==> src/rtl/alu_mem_ctrl.sv <==
// Sequences one ALU command through a memory-mapped register file: writes operands,
// opcode and the exec bit, waits for completion (with timeout), then reads the result.
module alu_mem_ctrl #(
  parameter int DATA_WIDTH = 8,
  parameter int ADDR_WIDTH = 3,
  parameter int RES_REG    = 4,
  parameter int TIMEOUT    = 15
) (
  input  logic                  clk_i,
  input  logic                  reset_i,
  input  logic                  cmd_valid_i,
  output logic                  cmd_ready_o,
  input  logic [DATA_WIDTH-1:0] cmd_a_i,
  input  logic [DATA_WIDTH-1:0] cmd_b_i,
  input  logic [2:0]            cmd_op_i,
  output logic                  rsp_valid_o,
  input  logic                  rsp_ready_i,
  output logic [DATA_WIDTH-1:0] rsp_data_o,
  output logic                  rsp_err_o,
  output logic                  busy_o,
  output logic                  mem_enable_o,
  output logic                  mem_rd_wr_o,
  output logic [ADDR_WIDTH-1:0] mem_addr_o,
  output logic [DATA_WIDTH-1:0] mem_wr_data_o,
  input  logic [DATA_WIDTH-1:0] mem_rd_data_i,
  input  logic                  alu_done_i
);

  typedef enum logic [3:0] {
    S_IDLE, S_WR_A, S_WR_B, S_WR_OP, S_WR_EXEC, S_WAIT,
    S_CLR_EXEC, S_RD_REQ, S_RD_W1, S_RD_W2, S_RESP
  } state_t;

  localparam logic [DATA_WIDTH-1:0] EXEC_WORD = {1'b1, {(DATA_WIDTH-1){1'b0}}};

  state_t                state_q, state_d;
  logic [DATA_WIDTH-1:0] a_q, a_d;
  logic [DATA_WIDTH-1:0] b_q, b_d;
  logic [2:0]            op_q, op_d;
  logic [7:0]            cnt_q, cnt_d;
  logic                  err_q, err_d;
  logic [DATA_WIDTH-1:0] rsp_data_q, rsp_data_d;
  logic                  rsp_err_q, rsp_err_d;
  logic [8:0]            cnt_inc;
  logic                  expired;

  // One extra bit so the compare stays correct when TIMEOUT is 255.
  assign cnt_inc = {1'b0, cnt_q} + 9'd1;
  assign expired = (cnt_inc >= 9'(TIMEOUT));

  always_ff @(posedge clk_i or posedge reset_i) begin
    if (reset_i) begin
      state_q    <= S_IDLE;
      a_q        <= '0;
      b_q        <= '0;
      op_q       <= '0;
      cnt_q      <= '0;
      err_q      <= 1'b0;
      rsp_data_q <= '0;
      rsp_err_q  <= 1'b0;
    end else begin
      state_q    <= state_d;
      a_q        <= a_d;
      b_q        <= b_d;
      op_q       <= op_d;
      cnt_q      <= cnt_d;
      err_q      <= err_d;
      rsp_data_q <= rsp_data_d;
      rsp_err_q  <= rsp_err_d;
    end
  end

  always_comb begin
    state_d    = state_q;
    a_d        = a_q;
    b_d        = b_q;
    op_d       = op_q;
    cnt_d      = cnt_q;
    err_d      = err_q;
    rsp_data_d = rsp_data_q;
    rsp_err_d  = rsp_err_q;
    case (state_q)
      S_IDLE: begin
        if (cmd_valid_i) begin
          a_d     = cmd_a_i;
          b_d     = cmd_b_i;
          op_d    = cmd_op_i;
          state_d = S_WR_A;
        end
      end
      S_WR_A:    state_d = S_WR_B;
      S_WR_B:    state_d = S_WR_OP;
      S_WR_OP:   state_d = S_WR_EXEC;
      S_WR_EXEC: begin
        cnt_d   = '0;
        state_d = S_WAIT;
      end
      S_WAIT: begin
        cnt_d = cnt_inc[7:0];
        // Completion takes priority over a timeout landing in the same cycle.
        if (alu_done_i) begin
          err_d   = 1'b0;
          state_d = S_CLR_EXEC;
        end else if (expired) begin
          err_d   = 1'b1;
          state_d = S_CLR_EXEC;
        end
      end
      S_CLR_EXEC: begin
        if (err_q) begin
          rsp_data_d = '1;
          rsp_err_d  = 1'b1;
          state_d    = S_RESP;
        end else begin
          state_d = S_RD_REQ;
        end
      end
      S_RD_REQ: state_d = S_RD_W1;
      S_RD_W1:  state_d = S_RD_W2;
      S_RD_W2: begin
        rsp_data_d = mem_rd_data_i;
        rsp_err_d  = 1'b0;
        state_d    = S_RESP;
      end
      S_RESP: begin
        if (rsp_ready_i) state_d = S_IDLE;
      end
      default: state_d = S_IDLE;
    endcase
  end

  // Bus strobe decode; every non-bus state parks the bus at enable=0, read, addr 0, data 0.
  always_comb begin
    mem_enable_o  = 1'b0;
    mem_rd_wr_o   = 1'b1;
    mem_addr_o    = '0;
    mem_wr_data_o = '0;
    case (state_q)
      S_WR_A: begin
        mem_enable_o  = 1'b1;
        mem_rd_wr_o   = 1'b0;
        mem_addr_o    = ADDR_WIDTH'(0);
        mem_wr_data_o = a_q;
      end
      S_WR_B: begin
        mem_enable_o  = 1'b1;
        mem_rd_wr_o   = 1'b0;
        mem_addr_o    = ADDR_WIDTH'(1);
        mem_wr_data_o = b_q;
      end
      S_WR_OP: begin
        mem_enable_o  = 1'b1;
        mem_rd_wr_o   = 1'b0;
        mem_addr_o    = ADDR_WIDTH'(2);
        mem_wr_data_o = {op_q, {(DATA_WIDTH-3){1'b0}}};
      end
      S_WR_EXEC: begin
        mem_enable_o  = 1'b1;
        mem_rd_wr_o   = 1'b0;
        mem_addr_o    = ADDR_WIDTH'(3);
        mem_wr_data_o = EXEC_WORD;
      end
      S_CLR_EXEC: begin
        mem_enable_o  = 1'b1;
        mem_rd_wr_o   = 1'b0;
        mem_addr_o    = ADDR_WIDTH'(3);
      end
      S_RD_REQ: begin
        mem_enable_o = 1'b1;
        mem_addr_o   = ADDR_WIDTH'(RES_REG);
      end
      default: ;
    endcase
  end

  assign cmd_ready_o = (state_q == S_IDLE);
  assign busy_o      = (state_q != S_IDLE);
  assign rsp_valid_o = (state_q == S_RESP);
  assign rsp_data_o  = rsp_data_q;
  assign rsp_err_o   = rsp_err_q;

endmodule

==> config.mk <==
export PLATFORM = sky130hd
export DESIGN_NAME = alu_mem_ctrl
export DESIGN_NICKNAME = d
export VERILOG_FILES = /design/src/rtl/alu_mem_ctrl.sv
export SDC_FILE = /design/constraint.sdc
export NUM_CORES = 1
export LEC_CHECK = 0
export ABC_AREA = 1
export CAP_MARGIN = 20
export CORE_MARGIN = 1.5
export CORE_UTILIZATION = 25
export DETAILED_ROUTE_END_ITERATION = 6
export GPL_ROUTABILITY_DRIVEN = 0
export GPL_TIMING_DRIVEN = 1
export PLACE_DENSITY_LB_ADDON = 0.1
export SLEW_MARGIN = 20
export SYNTH_ARGS = -nofsm -noshare
export SYNTH_HDL_FRONTEND = slang
export SYNTH_SLANG_ARGS = --single-unit
==> constraint.sdc <==
create_clock -name clk_i -period 1.95 [get_ports clk_i]
set_clock_uncertainty 0.1 [all_clocks]
set_input_delay 0.2925 -clock clk_i [delete_from_list [all_inputs] [get_ports clk_i]]
set_output_delay 0.2925 -clock clk_i [all_outputs]
set_load 0.02 [all_outputs]
==> out/qor.yml <==
outcome:
  status: "finished, final reports clean"
grt:
  grt_max_degree: 26
  gr-usage-met3: 0.04306
  antenna_found_initial: 0
  grt_pass1_vias: 1850
  grt-ovfl-total: 0
  grt_pass1_wl_um: 9011
  grt_usage: 0.1323
  grtUsageMet1: 0.1811
  grtUsageMet2: 0.1933
  grt.busiest_layer: "met2"
floorplanning:
  rows: 33
  die_x_um: 95.51
  die_h_um: 95.51
  coreArea_um2: 8258
  io_pins: 57
  die_area_um2: 9122
  start_util: 0.2591
setup_path:
  path_class: "flop to output port"
  cpMaxStageDelayCell: "dfrtp_2"
  crit_fanout: 5
  worstPathRequired_ns: 1.56
  rr_worst_depth: 8
  endpoint_kind: "output port"
  max_stage_delay_ns: 0.43
  worst_ep_arrival_time_ns: 1.47
  worst_setup_path_start_kind: "flop"
  crit_top_cell: "buf_6"
  crit_path_cell_trace: "buf_6, nand2_4, nor2_4, buf_6, nand2_1, o21ai_1, buf_4"
synth:
  ys_seq_area_frac: 0.4795
  synth_top_area_share: 0.4795
  synth_warnings: 0
  async_flop_share: 1.000
  synth_area_leaders: "dfrtp_1 (48%), nand2_1 (10%), mux2_4 (5.6%)"
  synth_commonest_cells: "nand2_1 (57), dfrtp_1 (41), inv_1 (27)"
  synth_largest_area_cell: "dfrtp_1"
  syn_inst: 237
  synth-edff-count: 0
  syn_avg_cell_area_um2: 9.028
  yosysMostFrequentCell: "nand2_1"
  synth_flop_cell: "dfrtp_1"
  syn_area_um2: 2140
  synthDistinctLibCells: 32
  syn_nets: 271
  synth-seq-cells: 41
route:
  avgViaCountPerCell: 4.278
  routed_wirelength_um: 5391
  drcViolationCount: 0
  drt_iter0_markers: 56
  wl_per_cell_um: 12.51
  vias: 1844
  dr.pass1.iters: 4
  final_antenna_net_count: 0
sta:
  slew_viol_final: 0
  setup_viol_count_final: 0
  setup_tns_ns: 0
  max_freq_mhz: 538.2
  hold_viol_final: 0
  period_share: 0.9529
  rsz0062_at_grt: "yes"
  worst_pin_slew_ns: 0.2937
  post-route-min-period_ns: 1.858
  slew-limit-headroom: 0.8036
finish:
  drive_gt1_frac: 0.3006
  nNetsFinal: 359
  utilization: 0.3798
  n_antenna_cell: 0
  syn2layout_area_growth_pct: 46.61
cts:
  cts_made_buffers: 5
  clkSlewWorstSetupHoldPaths_ns: 0.09
  root_buffer: "clkbuf_8"
  cts_tree: "built"
  clock-sinks: 41
  clkLatencyLatePin_ns: 0.30
  clk_path_buf_depth: 2
  htreeDepth: 2
  ctsHoldBuffers: 0
run:
  max_cap_violations: 0
pwr:
  power_mw: 4.652
  vdd_drop_max_v: 0.0005350
  power_density_nw_per_um2: 1483
  p_leak_nw: 1.500
worst_hold_path:
  hold_class: "input port to async pin"
placement:
  hpwl_um: 4146
  numPortBuffers: 56
[layout make-up]
cell class                      instances  area, um2
Clock inverter                          3      21.27
Timing Repair Buffer                   83      721.9
Sequential cell                        41       1027
Inverter                               36      142.6
Clock buffer                            5      68.82
Fill cell                             861       5121
Tap cell                              105      131.4
Multi-Input combinational cell        158       1023
[per-stage QoR]
stage               worst slack (ns)  std cells  hold WS (ns)  instance area (um2)
floorplan                     0.1288        237        0.3404                 2140
global placement             -0.1499        418        0.3842                 2978
detailed placement           -0.1684        418        0.3894                 2978
CTS                          0.01021        428        0.2356                 3049
global route                -0.02943        431        0.2644                 3137
finish                       0.09184        431        0.2323                 3137
[metal layers]
metal / wire, um / vias to the layer above
met3: 239 / 7
li1: - / 946
met2: 2475 / 36
met4: 79 / 0
met5: 0 / -
met1: 2597 / 855
[cell families after synthesis]
group	Yosys count	share of synthesized area
DFF	41	0.4795
adders and majority gates	2	0.01169
and+or+nand+nor	105	0.2415
AOI/OAI and AO/OA	38	0.1117
buffers and inverters	38	0.07310
muxes	13	0.08246
[final timing paths]
kind	from	end	slack, ns
max reg2reg	state_q[1]	b_q[4]	0.19
min	reset_i	b_q[3]	0.23
max in group asynchronous	reset_i	state_q[1]	1.27
min reg2reg	b_q[6]	b_q[6]	0.41
min in group clk_i	b_q[6]	b_q[6]	0.41
max	state_q[1]	mem_wr_data_o[0]	0.09
[where the power goes]
part / leakage, nW / switching, mW / total, mW / internal [mW]
Combinational: 0.962 / 1.37 / 2.65 / 1.27
Clock: 0.0445 / 0.325 / 0.579 / 0.254
Sequential: 0.493 / 0.227 / 1.43 / 1.20
[critical path, delay by kind of cell (launching register included)]
family	cells	cell delay, ns
DFF	1	0.43
buffers and inverters	3	0.41
AOI/OAI and AO/OA	1	0.08
and+or+nand+nor	3	0.24
[layout by cell type, fill, tap and decap left out, drive strengths merged]
cell	Yosys	routed
o21ai	16	16
o21bai	1	1
o211ai	2	2
and3	1	1
ha	2	2
clkinv	0	1
nand3	16	16
clkinvlp	0	1
clkdlybuf4s50	0	40
mux2	13	13
nand2	61	61
buf	2	41
a211oi	1	1
clkbuf	0	7
o2111ai	1	1
a21oi	8	8
inv	36	37
dfrtp	41	41
nor2	24	24
nand4	1	1
o22a	8	8
o22ai	1	1
nor3	2	2
[state kept, by name, summed over array words and instances, names as in the netlist]
signal,flops
a_q,8
b_q,8
cnt_q,8
rsp_data_o,8
state_q,4
op_q,3
err_q,1
rsp_err_o,1
[timing repair]
item / 4_1_cts / 5_1_grt
pin swaps: 3 / 8
hold endpoints to repair: 0 / 0
gates resized for setup: 69 / 36
buffers inserted: 2 / 3
gates cloned: 0 / 0
setup endpoints to repair: 16 / 21
Note: power is estimated with default switching activity, not from simulation.
==> RTL change 1: new RTL, same settings <==
Set the parameter `DATA_WIDTH` to 10 (it was 8).
--- a/src/rtl/alu_mem_ctrl.sv
+++ b/src/rtl/alu_mem_ctrl.sv
@@ -1,7 +1,7 @@
 // Sequences one ALU command through a memory-mapped register file: writes operands,
 // opcode and the exec bit, waits for completion (with timeout), then reads the result.
 module alu_mem_ctrl #(
-  parameter int DATA_WIDTH = 8,
+  parameter int DATA_WIDTH = 10,
   parameter int ADDR_WIDTH = 3,
   parameter int RES_REG    = 4,
   parameter int TIMEOUT    = 15
Interface: changed (5 resized); port bits go from 57 to 67. The function was not compared with the original's and may differ.
==> RTL change 1 against the unedited design <==
  * The run now ends with negative setup slack left
  * Area after synthesis rose by 10%
  * Global-route usage decreased by 0.16 points
  * Critical path depth up 1
  * Count of clock-buffer cells in the layout unchanged
  * Sequential cell count rose by 6
  * Sequential share of layout area grew 0.44 points
  * Combinational power rose by 29%
  * Worst setup slack got worse by 160 ps
  * Cell area is 13% higher
  * Total power increased by 25%
  * Via count is 5.0% higher
  * Wire length up 16%
  * Critical path type unchanged
==> RTL change 1: results (changes against the unedited design) <==
status: "finished, violations left"  # was finished clean
violations: "negative setup slack"
finalHoldViolations: 0  # unchanged
drive_gt1_share_pct: 30.9  # was 30.1%
placed_cells: 433  # was 418
gr-usage-all-layers_pct: 13.1  # was 13.2%
clockPowerShare_pct: 12.8  # was 12.4%
synth_fp_nets: 274  # was 271
leakage_nw: 1.67  # was 1.50 nW
dr_total_vias: 1936  # was 1844
dr.pass1.iters: 4  # unchanged
drt_iter0_drc: 92  # was 56
worstPathArrival_ps: 1620  # was 1470 ps
cp_max_fo: 6  # was 5
cts.clk_slew.worst_paths_ps: 100
peakVddDrop_v: 0.000858  # was 0.000535 V
grt_first_pass_wirelength_um: 10100  # was 9010 um
max_stage_delay_ps: 420
grt_max_degree: 48  # was 26
inv_count: 26  # was 36
antenna_left: 0  # unchanged
synth_area_leaders: "dfrtp_1 (50%), mux2_4 (13%), nand2_1 (8.4%)"  # was dfrtp_1 (48%), nand2_1 (10%), mux2_4 (5.6%)
powerDensity_nw_per_um2: 1650  # was 1480 nW/um2
async_reset_ff_share_pct: 100  # unchanged
synth.distinct_cells: 25  # was 32
fin_nets: 376  # was 359
stdcell_count: 448  # was 431
fill_cells: 927  # was 861
multi_input_area_share_pct: 30.8  # was 32.6%
switching_power_mw: 2.26  # was 1.93 mW
postLayoutCoreUtil_pct: 38.5  # was 38.0%
ys.flop_type: "dfrtp_1"  # unchanged
worstMarginPinSlew_ps: 432  # was 294 ps
tns_ps: -236  # was 0 ps
drv_slew: 0  # unchanged
clock_tree.htree_level_count: 2  # unchanged
drt_wl_total_um: 6240  # was 5390 um
setup_viol: 5  # was 0
place_hpwl_um: 4360  # was 4150 um
grt_pass1_vias: 2060  # was 1850
regArea_um2: 1180  # was 1030 um2
synthCells: 234  # was 237
placed_area_um2: 3350  # was 2980 um2
cts_root_buf: "clkbuf_8"  # unchanged
seq_power_mw: 1.67  # was 1.43 mW
die_x_um: 100  # was 95.5 um
numSequentialCells: 47  # was 41
synth_common_cells: "nand2_1 (53), dfrtp_1 (47), inv_1 (23)"  # was nand2_1 (57), dfrtp_1 (41), inv_1 (27)
fin_ws_ps: -64.8  # was 91.8 ps
buffer_area_share_pct: 26.2  # was 23.0%
nNonClkBuffers: 99  # was 83
nMultiInputCombCells: 157  # was 158
n_antenna_cell: 0  # unchanged
clk_share_pct: 3.18  # was 2.87%
pre_cts_slack_ps: -191  # was -168 ps
crit_slowest_cell: "dfrtp_1"  # was dfrtp_2
yosysSeqAreaShare_pct: 49.8  # was 48.0%
io_buffers: 66  # was 56
clk_path_buf_depth: 2  # unchanged
-- RTL change 1: cell types whose count changed in the layout (fill, tap and decap cells not counted), moves of 8 or more --
cell	delta
buf_6	+10
a21oi_1	-8
mux2_4	+12
clkdlybuf4s50_1	+8
-- RTL change 1: kinds of logic after synthesis --
group	count (synthesis)	share of synthesized area, %
multiplexers	23	14.1
AND/OR/NAND/NOR	95	18.3
AO/OA/AOI/OAI	37	11.2
buffers and inverters	30	5.51
adder cells (fa/ha/maj)	2	1.06
flip-flops	47	49.8
-- RTL change 1: critical path: cells and delay by family, from the launching register on --
kind | cells | cell delay (ps)
AO/OA/AOI/OAI | 1 | 140
buffers and inverters | 5 | 540
flip-flops | 1 | 420
AND/OR/NAND/NOR | 2 | 210
-- RTL change 1: repair_timing --
item                                    CTS  global route
pin swaps                                 5             6
endpoints found under the setup margin   18            18
gates cloned                              0             1
resized for setup                        89            22
buffers inserted                          5             1
-- RTL change 1: layer usage --
layer  up-vias  GRT usage [%]  part of all wire, %
li1        983              -                    -
met1       909           16.9                   46
met2        42           22.1                   49
met3         2           2.99                  3.8
met4         0           3.25                 0.50
met5         -              0                    0
-- RTL change 1: path summary, 6_finish.rpt --
kind                                           startpoint                        end  slack (ps)  depth (start not counted)
worst max-delay path               state_q[1]$_DFFE_PP0P_           mem_wr_data_o[2]         -60                          8
worst max register to register     state_q[2]$_DFFE_PP0P_         b_q[6]$_DFFE_PP0P_         110                          7
worst min-delay path                              reset_i  rsp_data_o[3]$_DFFE_PP0P_         230                          3
max in group asynchronous                         reset_i     state_q[0]$_DFFE_PP0P_        1280                          3
min in group clk_i              rsp_data_o[2]$_DFFE_PP0P_  rsp_data_o[2]$_DFFE_PP0P_         410                          1
worst min register to register  rsp_data_o[2]$_DFFE_PP0P_  rsp_data_o[2]$_DFFE_PP0P_         410                          1
==> RTL change 2: new RTL, same settings <==
Made on the original files. Re-encode `state_t` (11 states) as one-hot, 11 bits wide.
--- a/src/rtl/alu_mem_ctrl.sv
+++ b/src/rtl/alu_mem_ctrl.sv
@@ -26,9 +26,9 @@
   input  logic                  alu_done_i
 );
 
-  typedef enum logic [3:0] {
-    S_IDLE, S_WR_A, S_WR_B, S_WR_OP, S_WR_EXEC, S_WAIT,
-    S_CLR_EXEC, S_RD_REQ, S_RD_W1, S_RD_W2, S_RESP
+  typedef enum logic [10:0] {
+    S_IDLE = 11'b00000000001, S_WR_A = 11'b00000000010, S_WR_B = 11'b00000000100, S_WR_OP = 11'b00000001000, S_WR_EXEC = 11'b00000010000, S_WAIT = 11'b00000100000,
+    S_CLR_EXEC = 11'b00001000000, S_RD_REQ = 11'b00010000000, S_RD_W1 = 11'b00100000000, S_RD_W2 = 11'b01000000000, S_RESP = 11'b10000000000
   } state_t;
 
   localparam logic [DATA_WIDTH-1:0] EXEC_WORD = {1'b1, {(DATA_WIDTH-1){1'b0}}};
Function: same outputs for any inputs over 10 cycles, from zero or initial values and one cycle with reset_i high; not proved beyond that.
==> RTL change 2 against the unedited design <==
  * The run now ends with negative setup slack left
  * Cell area up 26%
  * Hold slack lost 36 ps
  * Worst setup slack lost 270 ps
  * Global-route usage is 0.48 points lower
  * Area after synthesis rose by 15%
  * Total power decreased by 7.8%
  * Wire length rose by 22%
  * Critical path depth grew 3
  * Sequential cell count rose by 7
  * Highest routed layer unchanged
==> RTL change 2: results (changes against the unedited design) <==
crit_slowest_cell: "dfrtp_1"  # was dfrtp_2
setup_viol: 16  # was 0
gr-usage-all-layers_pct: 12.8  # was 13.2%
violations: "negative setup slack"
yosysSeqAreaShare_pct: 49.0  # was 48.0%
place_hpwl_um: 4630  # was 4150 um
r2r_cells: 11  # was 8
status: "finished, violations left"  # was finished clean
grtUsageMet2_pct: 20.1  # was 19.3%
n_antenna_cell: 0  # unchanged
tns_ps: -1530  # was 0 ps
drt_iter0_drc: 68  # was 56
drive_gt1_share_pct: 39.4  # was 30.1%
synth_fp_nets: 327  # was 271
synth_area_leaders: "dfrtp_1 (48%), nand2_1 (10%), inv_1 (7.5%)"  # was dfrtp_1 (48%), nand2_1 (10%), mux2_4 (5.6%)
r2r_start: "state_q[9]$_DFFE_PP0P_"  # was state_q[1]$_DFFE_PP0P_
clockPowerShare_pct: 15.1  # was 12.4%
placed_area_um2: 3410  # was 2980 um2
peakVddDrop_v: 0.000663  # was 0.000535 V
wl_met3_um: 307  # was 239 um
drt-met1-wl_um: 2990  # was 2600 um
largest_reg_flops: 11
wl_met2_um: 3200  # was 2480 um
synth_common_cells: "nand2_1 (67), inv_1 (49), dfrtp_1 (47)"  # was nand2_1 (57), dfrtp_1 (41), inv_1 (27)
gr-usage-met1_pct: 17.5  # was 18.1%
cts_buffers: 5  # unchanged
synth.distinct_cells: 30  # was 32
p_int_mw: 2.67  # was 2.73 mW
clock_tree.htree_level_count: 2  # unchanged
r2r_end: "a_q[2]$_DFFE_PP0P_"  # was b_q[4]$_DFFE_PP0P_
max_stage_delay_ps: 400  # was 430 ps
fin_ws_ps: -183  # was 91.8 ps
clk_path_buf_depth: 2  # unchanged
wl_per_cell_um: 12.4  # was 12.5 um
pre_cts_slack_ps: -415  # was -168 ps
leakage_nw: 1.96  # was 1.50 nW
cts.clk_slew.worst_paths_ps: 90  # about the same
cpLargestDelayFamily: "simple AND/OR/NAND/NOR gates"  # was flip-flops
io_buffers: 56  # unchanged
grt_pass1_vias: 2185  # was 1850
fin_nets: 435  # was 359
p_seq_share_pct: 31.3  # was 30.7%
cp_max_fo: 4  # was 5
r2r_slack_ps: -10  # was 190 ps
hp-class: "in -> async"  # unchanged
regMostFlops: "state_q"
via_per_inst: 4.32  # was 4.28
antenna_found_initial: 0  # unchanged
grt_max_degree: 22  # was 26
grt_first_pass_wirelength_um: 10300  # was 9010 um
met3_usage_pct: 2.80  # was 4.31%
worstMarginPinSlew_ps: 403  # was 294 ps
async_reset_ff_share_pct: 100  # unchanged
cts_root_buf: "clkbuf_8"  # unchanged
insertion_delay_ps: 300  # about the same
-- RTL change 2: changes by cell type after synthesis, sizes merged, moves of 3 or more --
cell   change
nand3      -4
a21oi      -8
nor2       +3
mux2      -13
o21ai     +15
o22ai      +6
inv       +17
nand2     +25
dfrtp      +6
-- RTL change 2: repair_timing --
item                       in CTS  in global routing
pin swaps                      11                 11
buffers inserted                9                  4
cloned                          1                  4
setup endpoints to repair      16                 37
resized for setup             127                 44
-- RTL change 2: cells by family after synthesis --
kind of cell / share of synthesized area, %
and+or+nand+nor: 25.9
AOI/OAI and AO/OA: 14.2
adders and majority gates: 1.02
DFF: 49.0
buffers and inverters: 9.98
-- RTL change 2: area by class of cell --
type / instances / area, um2
tap: 129 / 161
fill: 972 / 5410
timing repair buffer: 104 / 1040
inverter: 53 / 206
sequential: 48 / 1200
clock buffer: 7 / 96.3
multi-input combinational: 189 / 1250
-- RTL change 2: how the worst max path moves through the flow --
stage | from | to | slack (ps) | depth (start not counted)
final | state_q[9]$_DFFE_PP0P_ | mem_addr_o[1] | -180 | 10
after global routing | state_q[7]$_DFFE_PP0P_ | mem_addr_o[1] | -270 | 8
after CTS | state_q[8]$_DFFE_PP0P_ | mem_addr_o[1] | -210 | 10
after detailed placement | state_q[6]$_DFFE_PP0P_ | mem_wr_data_o[7] | -410 | 8
after global placement | state_q[9]$_DFFE_PP0P_ | mem_addr_o[0] | -410 | 10
after floorplan | state_q[0]$_DFFE_PP1P_ | mem_enable_o | 20 | 8
-- RTL change 2: stage by stage --
stage                     cells  hold WS (ps)  power [mW]
after floorplan             293           301        2.33
after global placement      506           383        2.99
after detailed placement    506           386        2.99
after CTS                   523           212        3.92
after global routing        530           218        4.57
final                       530           196        4.29
